### src/rtl/mixer_pkg.sv
// Shared types, widths and saturation helpers for the audio mix-down path.
// Imported by the mixer interface, the term slice and the sequencer top.
package mixer_pkg;

   localparam int N_CH     = 8;
   localparam int SAMPLE_W = 16;
   localparam int ACC_W    = 19;
   localparam int IDX_W    = 3;
   localparam int ATT_W    = 3;

   typedef enum logic [1:0] {
      IDLE,
      ACCUM,
      DONE
   } state_t;

   typedef struct packed {
      logic [ATT_W-1:0] atten;
      logic             mute;
   } cfg_t;

   localparam logic signed [ACC_W-1:0] SAT_MAX = 19'sd32767;
   localparam logic signed [ACC_W-1:0] SAT_MIN = -19'sd32768;

   function automatic logic sat_hit(
      input logic signed [ACC_W-1:0] v
   );
      return (v > SAT_MAX) || (v < SAT_MIN);
   endfunction

   function automatic logic signed [SAMPLE_W-1:0] sat16(
      input logic signed [ACC_W-1:0] v
   );
      if (v > SAT_MAX)
         return 16'sh7FFF;
      else if (v < SAT_MIN)
         return 16'sh8000;
      else
         return v[SAMPLE_W-1:0];
   endfunction

endpackage

### src/rtl/mix_sequencer_if.sv
// Channel inputs, configuration port and mix outputs of the sequencer.
// master = audio source / host side, slave = sequencer side.
interface mix_sequencer_if;
   import mixer_pkg::*;

   logic                       sample_tick;
   logic signed [SAMPLE_W-1:0] audio0;
   logic signed [SAMPLE_W-1:0] audio1;
   logic signed [SAMPLE_W-1:0] audio2;
   logic signed [SAMPLE_W-1:0] audio3;
   logic signed [SAMPLE_W-1:0] audio4;
   logic signed [SAMPLE_W-1:0] audio5;
   logic signed [SAMPLE_W-1:0] audio6;
   logic signed [SAMPLE_W-1:0] audio7;
   logic                       cfg_we;
   logic [IDX_W-1:0]           cfg_ch;
   logic [ATT_W-1:0]           cfg_atten;
   logic                       cfg_mute;
   logic                       overrun_clr;
   logic signed [SAMPLE_W-1:0] mix_down;
   logic signed [ACC_W-1:0]    mix_raw;
   logic                       mix_valid;
   logic                       clip;
   logic                       busy;
   logic                       overrun;

   modport master (
      output sample_tick,
      output audio0, audio1, audio2, audio3,
      output audio4, audio5, audio6, audio7,
      output cfg_we, cfg_ch, cfg_atten, cfg_mute,
      output overrun_clr,
      input  mix_down, mix_raw, mix_valid,
      input  clip, busy, overrun
   );

   modport slave (
      input  sample_tick,
      input  audio0, audio1, audio2, audio3,
      input  audio4, audio5, audio6, audio7,
      input  cfg_we, cfg_ch, cfg_atten, cfg_mute,
      input  overrun_clr,
      output mix_down, mix_raw, mix_valid,
      output clip, busy, overrun
   );

endinterface

### src/rtl/mix_term.sv
// One channel's contribution: arithmetic attenuation, mute, sign-extend.
// Purely combinational so several mix buses can share it.
module mix_term
   import mixer_pkg::*;
(
   input  logic signed [SAMPLE_W-1:0] i_sample,
   input  logic [ATT_W-1:0]           i_atten,
   input  logic                       i_mute,
   output logic signed [ACC_W-1:0]    o_term
);

   logic signed [SAMPLE_W-1:0] w_shift;

   // >>> on a signed operand keeps negative samples rounding toward -inf
   assign w_shift = i_sample >>> i_atten;

   always_comb begin
      o_term = '0;
      if (!i_mute)
         o_term = {{(ACC_W-SAMPLE_W){w_shift[SAMPLE_W-1]}}, w_shift};
   end

endmodule

### src/rtl/mix_sequencer.sv
// Time-multiplexed 8-channel mixer: snapshot on tick, one channel per
// clock into a shared accumulator, then a saturated result strobe.
module mix_sequencer
   import mixer_pkg::*;
(
   input logic            CLOCK_50,
   input logic            reset,
   mix_sequencer_if.slave bus
);

   state_t                     r_state;
   logic [IDX_W-1:0]           r_idx;
   logic signed [ACC_W-1:0]    r_acc;
   logic signed [SAMPLE_W-1:0] r_smp [N_CH];
   cfg_t                       r_live [N_CH];
   cfg_t                       r_shadow [N_CH];
   logic signed [SAMPLE_W-1:0] r_down;
   logic signed [ACC_W-1:0]    r_raw;
   logic                       r_valid;
   logic                       r_clip;
   logic                       r_busy;
   logic                       r_ovr;

   logic signed [SAMPLE_W-1:0] w_audio [N_CH];
   logic signed [SAMPLE_W-1:0] w_cur_smp;
   cfg_t                       w_cur_cfg;
   logic signed [ACC_W-1:0]    w_term;

   always_comb begin
      w_audio[0] = bus.audio0;
      w_audio[1] = bus.audio1;
      w_audio[2] = bus.audio2;
      w_audio[3] = bus.audio3;
      w_audio[4] = bus.audio4;
      w_audio[5] = bus.audio5;
      w_audio[6] = bus.audio6;
      w_audio[7] = bus.audio7;
   end

   assign w_cur_smp = r_smp[r_idx];
   assign w_cur_cfg = r_shadow[r_idx];

   mix_term u_term (
      .i_sample (w_cur_smp),
      .i_atten  (w_cur_cfg.atten),
      .i_mute   (w_cur_cfg.mute),
      .o_term   (w_term)
   );

   // Live cfg is host-writable at any time; frames only see the shadow copy
   always_ff @(posedge CLOCK_50 or posedge reset) begin
      if (reset) begin
         for (int i = 0; i < N_CH; i++)
            r_live[i] <= '0;
      end else if (bus.cfg_we) begin
         r_live[bus.cfg_ch] <= {bus.cfg_atten, bus.cfg_mute};
      end
   end

   always_ff @(posedge CLOCK_50 or posedge reset) begin
      if (reset) begin
         r_state <= IDLE;
         r_idx   <= '0;
         r_acc   <= '0;
         r_down  <= '0;
         r_raw   <= '0;
         r_valid <= 1'b0;
         r_clip  <= 1'b0;
         r_busy  <= 1'b0;
         r_ovr   <= 1'b0;
         for (int i = 0; i < N_CH; i++) begin
            r_smp[i]    <= '0;
            r_shadow[i] <= '0;
         end
      end else begin
         r_valid <= 1'b0;
         r_clip  <= 1'b0;

         // A dropped tick beats a same-cycle clear
         if (bus.sample_tick && r_state != IDLE)
            r_ovr <= 1'b1;
         else if (bus.overrun_clr)
            r_ovr <= 1'b0;

         unique case (r_state)
            IDLE: begin
               r_busy <= bus.sample_tick;
               if (bus.sample_tick) begin
                  for (int i = 0; i < N_CH; i++) begin
                     r_smp[i]    <= w_audio[i];
                     r_shadow[i] <= r_live[i];
                  end
                  r_acc   <= '0;
                  r_idx   <= '0;
                  r_state <= ACCUM;
               end
            end
            ACCUM: begin
               r_acc <= r_acc + w_term;
               r_idx <= r_idx + 1'b1;
               if (r_idx == IDX_W'(N_CH - 1))
                  r_state <= DONE;
            end
            DONE: begin
               r_raw   <= r_acc;
               r_down  <= sat16(r_acc);
               r_clip  <= sat_hit(r_acc);
               r_valid <= 1'b1;
               r_state <= IDLE;
            end
            default: r_state <= IDLE;
         endcase
      end
   end

   assign bus.mix_down  = r_down;
   assign bus.mix_raw   = r_raw;
   assign bus.mix_valid = r_valid;
   assign bus.clip      = r_clip;
   assign bus.busy      = r_busy;
   assign bus.overrun   = r_ovr;

endmodule

### src/flat_wrapper.sv
// flat-port wrapper written by rule: the top's interface ports become plain ports
module mix_sequencer_flat import mixer_pkg::*;
  (CLOCK_50, reset, bus_sample_tick, bus_audio0, bus_audio1, bus_audio2, bus_audio3, bus_audio4, bus_audio5, bus_audio6, bus_audio7, bus_cfg_we, bus_cfg_ch, bus_cfg_atten, bus_cfg_mute, bus_overrun_clr, bus_mix_down, bus_mix_raw, bus_mix_valid, bus_clip, bus_busy, bus_overrun);
  mix_sequencer_if bus_i ();
  input logic CLOCK_50;
  input logic reset;
  input wire logic [$bits(bus_i.sample_tick)-1:0] bus_sample_tick;
  input wire logic [$bits(bus_i.audio0)-1:0] bus_audio0;
  input wire logic [$bits(bus_i.audio1)-1:0] bus_audio1;
  input wire logic [$bits(bus_i.audio2)-1:0] bus_audio2;
  input wire logic [$bits(bus_i.audio3)-1:0] bus_audio3;
  input wire logic [$bits(bus_i.audio4)-1:0] bus_audio4;
  input wire logic [$bits(bus_i.audio5)-1:0] bus_audio5;
  input wire logic [$bits(bus_i.audio6)-1:0] bus_audio6;
  input wire logic [$bits(bus_i.audio7)-1:0] bus_audio7;
  input wire logic [$bits(bus_i.cfg_we)-1:0] bus_cfg_we;
  input wire logic [$bits(bus_i.cfg_ch)-1:0] bus_cfg_ch;
  input wire logic [$bits(bus_i.cfg_atten)-1:0] bus_cfg_atten;
  input wire logic [$bits(bus_i.cfg_mute)-1:0] bus_cfg_mute;
  input wire logic [$bits(bus_i.overrun_clr)-1:0] bus_overrun_clr;
  output wire logic [$bits(bus_i.mix_down)-1:0] bus_mix_down;
  output wire logic [$bits(bus_i.mix_raw)-1:0] bus_mix_raw;
  output wire logic [$bits(bus_i.mix_valid)-1:0] bus_mix_valid;
  output wire logic [$bits(bus_i.clip)-1:0] bus_clip;
  output wire logic [$bits(bus_i.busy)-1:0] bus_busy;
  output wire logic [$bits(bus_i.overrun)-1:0] bus_overrun;
  assign bus_i.sample_tick = bus_sample_tick;
  assign bus_i.audio0 = bus_audio0;
  assign bus_i.audio1 = bus_audio1;
  assign bus_i.audio2 = bus_audio2;
  assign bus_i.audio3 = bus_audio3;
  assign bus_i.audio4 = bus_audio4;
  assign bus_i.audio5 = bus_audio5;
  assign bus_i.audio6 = bus_audio6;
  assign bus_i.audio7 = bus_audio7;
  assign bus_i.cfg_we = bus_cfg_we;
  assign bus_i.cfg_ch = bus_cfg_ch;
  assign bus_i.cfg_atten = bus_cfg_atten;
  assign bus_i.cfg_mute = bus_cfg_mute;
  assign bus_i.overrun_clr = bus_overrun_clr;
  assign bus_mix_down = bus_i.mix_down;
  assign bus_mix_raw = bus_i.mix_raw;
  assign bus_mix_valid = bus_i.mix_valid;
  assign bus_clip = bus_i.clip;
  assign bus_busy = bus_i.busy;
  assign bus_overrun = bus_i.overrun;
  mix_sequencer u_core (.CLOCK_50(CLOCK_50), .reset(reset), .bus(bus_i));
endmodule
### config.mk
export PLATFORM = sky130hd
export DESIGN_NAME = mix_sequencer_flat
export DESIGN_NICKNAME = d
export VERILOG_FILES = /design/src/rtl/mixer_pkg.sv /design/src/rtl/mix_sequencer_if.sv /design/src/rtl/mix_term.sv /design/src/rtl/mix_sequencer.sv /design/src/flat_wrapper.sv
export SDC_FILE = /design/constraint.sdc
export NUM_CORES = 1
export LEC_CHECK = 0
export CAP_MARGIN = 20
export CORE_ASPECT_RATIO = 1.5
export CORE_MARGIN = 2
export CORE_UTILIZATION = 57
export CTS_CLUSTER_DIAMETER = 50
export CTS_CLUSTER_SIZE = 16
export DETAILED_ROUTE_END_ITERATION = 7
export DONT_BUFFER_PORTS = 1
export PLACE_DENSITY = 0.72
export SLEW_MARGIN = 15
export SYNTH_ARGS = -nofsm -noshare
export SYNTH_HDL_FRONTEND = slang
export SYNTH_SLANG_ARGS = --single-unit
### constraint.sdc
create_clock -name CLOCK_50 -period 21.4 [get_ports CLOCK_50]
set_clock_uncertainty 0.2 [all_clocks]
set_input_delay 2.14 -clock CLOCK_50 [delete_from_list [all_inputs] [get_ports CLOCK_50]]
set_output_delay 2.14 -clock CLOCK_50 [all_outputs]
set_load 0.1 [all_outputs]
==> metrics.cfg <==
[outcome]
outcome = finished clean

[yosys]
ys.warnings.count = 0
synthArstFlopShare_pct = 100
synth_seq_area_share_pct = 52.7
synth_cells = 1243
synth_edf_count = 0
ys_ff_latch = 255
synth_ff_type = dfrtp_1
syn_avg_cell_area_um2 = 9.74
synth_cell_types = 51
syn_nets = 1404
syn_area_um2 = 12100

[detailed_routing]
remaining_drc_errors = 0
wl_um = 26100
viasPerCell = 5.62
drtIter0Drc = 529
avgRoutedWirePerCell_um = 17.6
vias = 8323
ant_nets = 0
firstDrtPassIters = 7

[clocking]
cts_buffers = 21
clk-insertion-delay-late_ns = 0.51
post_cts_resized = 0
clk_pin_slew_ns = 0.07
ctsLongestPathBuffers = 3
cts.htree.levels = 1
clock-sinks = 255
cts_tree = done
cts.hold.buffers_added = 0
clock-root-buffer = clkbuf_16
post_cts_buffers = 0

[setup_path]
cp.required_ns = 21.58
path_cells = buf_4, mux4_2, mux2i_4, mux2i_1, mux2i_1, o22ai_1, ha_1, fa_1, a21o_1, a221o_1, a22oi_1, a21oi_1, a211o_1, mux2i_1, nand3_1
crit_type = reg -> reg
cp_top_family = multiplexers
path_max_fanout = 41
cpMostUsedCell = mux2i_1
cpMaxStageDelayCell = mux4_2
startpoint_type = register
arrival_ns = 5.45
critical-path-max-stage-delay_ns = 0.62
crit_path_end_kind = register
crit_buf_inv = 1

[sta]
setup_tns_ns = 0
hold_violations = 0
finalSetupViolCount = 0
drv_slew = 0
fmax_mhz = 190
rsz0062_at_grt = false
slew_headroom_pct = 37.4
tightest_slew_ns = 0.938
finalCritPeriodShare_pct = 24.6
min_period_ns = 5.27

[floorplanning]
start_util_pct = 57.9
io_pins = 179
die_area_um2 = 22400
die-width_um = 123
coreArea_um2 = 20900
die_height_um = 182
rows = 65

[cells_and_area]
drive_above_1_share_pct = 10.3
antenna_cells = 0
fillers = 1798
area_growth_pct = 6.18
most-common-layout-cells = nand2_1, dfrtp_1, mux2i_1
fin_nets = 1369
layout_commonest_cell = nand2_1

[place]
post-dp-hpwl_um = 18300
port_buffers = 0
place_congestion = 0.876

[worst_hold_path]
hp-class = reg -> reg

[global_routing]
grt_max_degree = 95
antenna_found_initial = 0
first_global_vias = 8485
grt_usage_pct = 24.0
grt_pass1_wl_um = 42600
overflow = 0

[flow_run]
maxCapViolCount = 0

[area by class of cell]
type	instances	area [um2]	share of cell area (%)
tap	268	335	2.61
clock inverter	7	75.1	0.584
sequential	255	6380	49.7
inverter	4	22.5	0.175
clock buffer	22	539	4.20
timing repair buffer	9	75.1	0.584
multi-input combinational	917	5420	42.2
[worst paths after layout]
check / startpoint / cells after the start / endpoint / slack (ns)
worst max-delay path: u_core.r_idx[0] / 15 / u_core.r_acc[16] / 16.13
worst min-delay path: u_core.r_live[3] / 2 / u_core.r_shadow[3] / 0.27
worst max register to register: u_core.r_idx[0] / 15 / u_core.r_acc[16] / 16.13
worst min register to register: u_core.r_live[3] / 2 / u_core.r_shadow[3] / 0.27
max in group asynchronous: reset / 2 / u_core.r_idx[0] / 18.46
min in group asynchronous: reset / 1 / u_core.bus.overrun / 1.33
[routing by layer]
metal,global-route usage (%),up-vias,wire length (um)
li1,-,4037,-
met1,31.0,4023,10400
met2,40.2,210,13100
met3,5.22,53,1650
met4,8.09,0,899
met5,0,-,0
[synthesized netlist by cell type (4+ instances only)]
library cell / instances / share of area [%]
a21o_1: 7 / 0.43
a21oi_1: 19 / 0.79
and2_1: 4 / 0.21
and3_1: 5 / 0.26
buf_1: 9 / 0.28
buf_2: 8 / 0.33
clkbuf_1: 45 / 1.4
dfrtp_1: 255 / 53
ha_1: 20 / 2.1
inv_1: 4 / 0.12
mux2_2: 33 / 3.1
mux2i_1: 46 / 3.8
mux2i_4: 4 / 0.74
mux4_2: 40 / 7.4
nand2_1: 594 / 18
nand2b_1: 5 / 0.26
nand3_1: 16 / 0.66
nor2_1: 14 / 0.43
nor3_1: 5 / 0.21
o21ai_0: 36 / 1.5
o21ai_1: 7 / 0.29
o22ai_1: 11 / 0.57
xnor2_1: 7 / 0.51
xor2_1: 8 / 0.58
[sequential cells by signal, summed over array words and instances, names as in the netlist]
| signal | cells |
|---|---|
| u_core.r_smp | 128 |
| u_core.bus.overrun | 1 |
| u_core.r_live | 32 |
| u_core.r_state | 2 |
| u_core.bus.mix_raw | 19 |
| u_core.bus.mix_valid | 1 |
| u_core.bus.mix_down | 16 |
| u_core.r_shadow | 32 |
| u_core.bus.busy | 1 |
| u_core.bus.clip | 1 |
| u_core.r_idx | 3 |
| u_core.r_acc | 19 |
[metrics by stage]
| step | utilization [%] | setup slack (ns) | hold WS [ns] | std cells | cell area (um2) |
|---|---|---|---|---|---|
| after CTS | 61.4 | 16.09 | 0.268 | 1482 | 12800 |
| after floorplan | - | 12.05 | 0.233 | 1243 | 12100 |
| after global routing | 61.5 | 15.75 | 0.295 | 1482 | 12800 |
| after global placement | 58.5 | 16.20 | 0.241 | 1453 | 12200 |
| after detailed placement | 58.5 | 16.11 | 0.252 | 1453 | 12200 |
| final | 61.5 | 16.13 | 0.268 | 1482 | 12800 |
[worst min-delay path, stage by stage (launching register included)]
cell and delay [ns]:
dfrtp_1 0.34, nand2_1 0.05, nand2_1 0.05
[cell families (layout without fill, tap and decap cells)]
logic type,Yosys count,count (layout),synth area share [%]
AO/OA/AOI/OAI,99,99,4.91
XOR/XNOR,15,15,1.09
adder cells (fa/ha/maj),21,21,2.23
buffers and inverters,71,42,2.60
flip-flops,255,255,52.7
multiplexers,123,123,15.1
AND/OR/NAND/NOR,659,659,21.4
Power is left out: the tool's default activity adds up to more than one toggle a clock period on the data nets, which glitch-free logic cannot reach.
